--- src/rtl/fsm_using_always_pkg.sv ---
// rtl/fsm_using_always_pkg.sv - shared state encoding for the two-requester arbiter
package fsm_using_always_pkg;

  localparam int SIZE = 3;

  // One-hot states; any other encoding is treated as illegal and recovers to IDLE.
  typedef enum logic [SIZE-1:0] {
    IDLE = 3'b001,
    GNT0 = 3'b010,
    GNT1 = 3'b100
  } state_t;

endpackage

--- src/rtl/fsm_using_always.sv ---
// rtl/fsm_using_always.sv - two-requester fixed-priority arbiter with registered grants
module fsm_using_always
  import fsm_using_always_pkg::*;
(
  input  logic clock,
  input  logic reset,
  input  logic req_0,
  input  logic req_1,
  output logic gnt_0,
  output logic gnt_1
);

  state_t r_state;
  state_t w_next_state;

  // Next-state selection: req_0 wins from IDLE, an owner keeps the grant while it requests.
  always_comb begin
    w_next_state = IDLE;
    case (r_state)
      IDLE: begin
        if (req_0)      w_next_state = GNT0;
        else if (req_1) w_next_state = GNT1;
        else            w_next_state = IDLE;
      end
      GNT0: w_next_state = req_0 ? GNT0 : IDLE;
      GNT1: w_next_state = req_1 ? GNT1 : IDLE;
      default: w_next_state = IDLE;
    endcase
  end

  // State register; reset forces IDLE without waiting for a clock.
  always_ff @(posedge clock or negedge reset) begin
    if (!reset) begin
      r_state <= IDLE;
    end else begin
      r_state <= w_next_state;
    end
  end

  // Grants are registered from next state so they change on the same edge as the state.
  always_ff @(posedge clock or negedge reset) begin
    if (!reset) begin
      gnt_0 <= 1'b0;
      gnt_1 <= 1'b0;
    end else begin
      gnt_0 <= (w_next_state == GNT0);
      gnt_1 <= (w_next_state == GNT1);
    end
  end

endmodule

--- config.mk ---
export PLATFORM = sky130hd
export DESIGN_NAME = fsm_using_always
export DESIGN_NICKNAME = d
export VERILOG_FILES = /design/src/rtl/fsm_using_always_pkg.sv /design/src/rtl/fsm_using_always.sv
export SDC_FILE = /design/constraint.sdc
export NUM_CORES = 1
export LEC_CHECK = 0
export CORE_AREA = 2 2 39 41
export DETAILED_ROUTE_END_ITERATION = 10
export DIE_AREA = 0 0 41 43
export SYNTH_ARGS = -nofsm -noshare
export SYNTH_HDL_FRONTEND = slang
export SYNTH_SLANG_ARGS = --single-unit
--- constraint.sdc ---
create_clock -name clock -period 1.25 [get_ports clock]
set_clock_uncertainty 0.05 [all_clocks]
set_input_delay 0.125 -clock clock [delete_from_list [all_inputs] [get_ports clock]]
set_output_delay 0.125 -clock clock [all_outputs]
set_load 0.005 [all_outputs]
==> key figures <==
Final layout
  – Fillers: 157
  – NumNets Final: 30
  – Fraction of layout cells with a size suffix above 1: about a quarter
  – Synth-to-Final Area Change: 50.0%
  – ANT cells: 0

Clock network
  – Clock Path Buffers: 2
  – Clk sink count: 5
  – Post-CTS Setup Inserts: 0
  – CTS clk-pin slew, worst paths: ~0.04 ns
  – Worst skew pair latency: around 0.24 ns
  – Clock root buffer master: clkbuf_4
  – TritonCTS clock tree: built
  – Total CTS buffers: 3
  – H-tree Lvls: 1
  – Post-CTS Hold Buffers: 0

Place
  – Port buffer count: 5
  – Pre-CTS setup slack: between 0.2 and 0.25 ns
  – Final GP Congestion: about 0.60
  – HPWL after DPL: 261 µm

Worst hold path
  – Min-Delay Path Class: in2async

STA
  – Slew HR: 82.1%
  – FMAX: ~930 MHz
  – Fin. Hold Viols: 0
  – Final WS setup: 0.177 ns
  – Final TNS setup: 0 ns
  – Slew Limit Fails: 0
  – Period minus WS final: around 1.1 ns
  – Period Utilization, post-route: 85.8%
  – Worst Tran Pin Value: approximately 0.27 ns
  – RSZ-0062 raised after global routing: no
  – Final setup viols: 0

Setup path
  – Critical Path Stages: 3
  – Crit path launch type: flip-flop
  – Worst Path Buf+Inv: 0
  – Worst path slowest cell: dfstp_2
  – Kind of critical path: reg2reg
  – Arrival @ worst endpoint: roughly 1.2 ns
  – Crit path max-delay family: flip-flops
  – Crit-path max FO: 3
  – WP data required: 1.36 ns
  – Crit-path cells: xnor2_1 > nor3b_2 > nor2_1
  – R2R depth: 3
  – Critical path's largest stage delay: between 0.5 and 0.6 ns
  – Setup crit end kind: flip-flop

Synthesis
  – Cells after synthesis: 16
  – Net Count, Synth: 20
  – Yosys cell types: 11
  – Syn_area_per_cell: 12.7 µm²
  – Yosys Warn Count: 0
  – #FFs+latches synth: 5
  – Synthesized area: about 200 µm²
  – Register area share after synthesis: between 60% and 70%

GRT
  – Initial antenna violation count: 0
  – Vias in the first global route: approximately 140
  – Largest net degree at the start of global routing: 6
  – All-Layer GR Usage: under 10%
  – Global-route wire length before repair: around 590 µm
  – Grt ovf: 0

Die
  – Cell row count: 14
  – Core box area: between 0.001 and 0.0015 mm²
  – Die Ht: roughly 43 µm
  – Num ports: 6
  – Die area: 0.00176 mm²
  – Initial Util: ~15%
  – Die extent in x: just over 40 µm

Route
  – Vias per inst: ~3.4
  – Final WL: approximately 380 µm
  – Drt first pass iters: 2
  – Iter 0 DRT Violations: 1
  – Post-DR wirelength/cell: between 9 and 10 µm
  – Remaining DRCs: 0
  – Post-DRT Antenna Nets: 0
  – Via count: 141

Run
  – Max cap viols: 0

Power
  – PD cells: approximately 2100 mW/mm²
  – Worst VDD drop: about 0.00048 V
  – Leakage: between 0.15 and 0.2 nW

Status
  – Status: finished, final reports clean
power by group:
part | total [mW] | leakage [nW] | internal, mW | switching [mW]
Sequential | 0.268 | 0.0634 | 0.231 | 0.0364
Combinational | 0.192 | 0.0745 | 0.109 | 0.0834
Clock | 0.183 | 0.0150 | 0.120 | 0.0625
Total | 0.643 | 0.153 | 0.461 | 0.182
cell usage after synthesis:
cell,number,area share [%]
a21oi_1,1,2.5
dfstp_2,1,13
nand2b_1,2,6.2
nand2b_2,1,4.3
xnor2_1,1,4.3
o21ai_1,1,2.5
nor3b_2,1,6.2
nor2_1,1,1.9
dfrtp_1,4,49
nor2b_1,2,6.2
nor3b_1,1,3.7
worst paths after layout:
path	from	slack, ns	to
min reg2reg	r_state[2]$_DFF_PN0_	0.47	gnt_0$_DFF_PN0_
min in group clock	req_1	0.45	gnt_1$_DFF_PN0_
max in group asynchronous	reset	0.83	r_state[0]$_DFF_PN1_
max reg2reg	r_state[0]$_DFF_PN1_	0.18	r_state[0]$_DFF_PN1_
max	r_state[0]$_DFF_PN1_	0.18	r_state[0]$_DFF_PN1_
min	reset	0.06	r_state[2]$_DFF_PN0_
layer usage:
layer | vias up | track usage [%] | share of wire (%)
li1 | 70 | - | -
met1 | 65 | 4.90 | 35
met2 | 6 | 6.88 | 48
met3 | 0 | 5.24 | 17
met4 | 0 | 8.00 | 0
met5 | - | 0 | 0
through the flow:
stage                     utilization (%)  area [µm²]  power (mW)  hold slack, ns  cells
after global placement               19.7         273       0.459           0.315     37
final                                22.0         304       0.643          0.0576     41
after floorplan                         -         203       0.389          -0.221     16
after global routing                 22.0         304       0.684          0.0723     41
after detailed placement             19.7         273       0.463           0.317     37
after CTS                            21.6         299       0.662          0.0576     41
kinds of logic after synthesis:
kind of cell	after synthesis	synth area share, %
AND/OR/NAND/NOR	8	28.4
flip-flops	5	62.4
AO/OA/AOI/OAI	2	4.93
XOR/XNOR	1	4.32
cell usage in the layout, fill, tap and decap left out:
cell type        instances
dfrtp_1                  4
nor3b_2                  1
dfstp_2                  1
xnor2_1                  1
o21ai_1                  1
nand2b_1                 2
clkbuf_1                 1
dlymetal6s2s_1           2
clkbuf_4                 3
nand2b_2                 1
nor2_1                   1
a21oi_1                  1
nor2b_1                  2
nor3b_1                  1
clkdlybuf4s50_1          3
registers in the layout, indices dropped and copies added (netlist names):
signal and count:
gnt_1 1, gnt_0 1, r_state 3
cell type report:
cell class | instances | area [µm²] | area share, %
Sequential cell | 5 | 126 | 41.6
Clock buffer | 4 | 26.3 | 8.64
Tap cell | 16 | 20.0 | 6.58
Multi-Input combinational cell | 11 | 76.3 | 25.1
Timing Repair Buffer | 5 | 55.1 | 18.1
what timing repair did:
action / 4_1_cts / 5_1_grt
resized for setup: 0 / 2
endpoints found under the hold margin: 0 / 0
setup endpoints to repair: 0 / 2
Note: power is estimated with default switching activity, not from simulation.
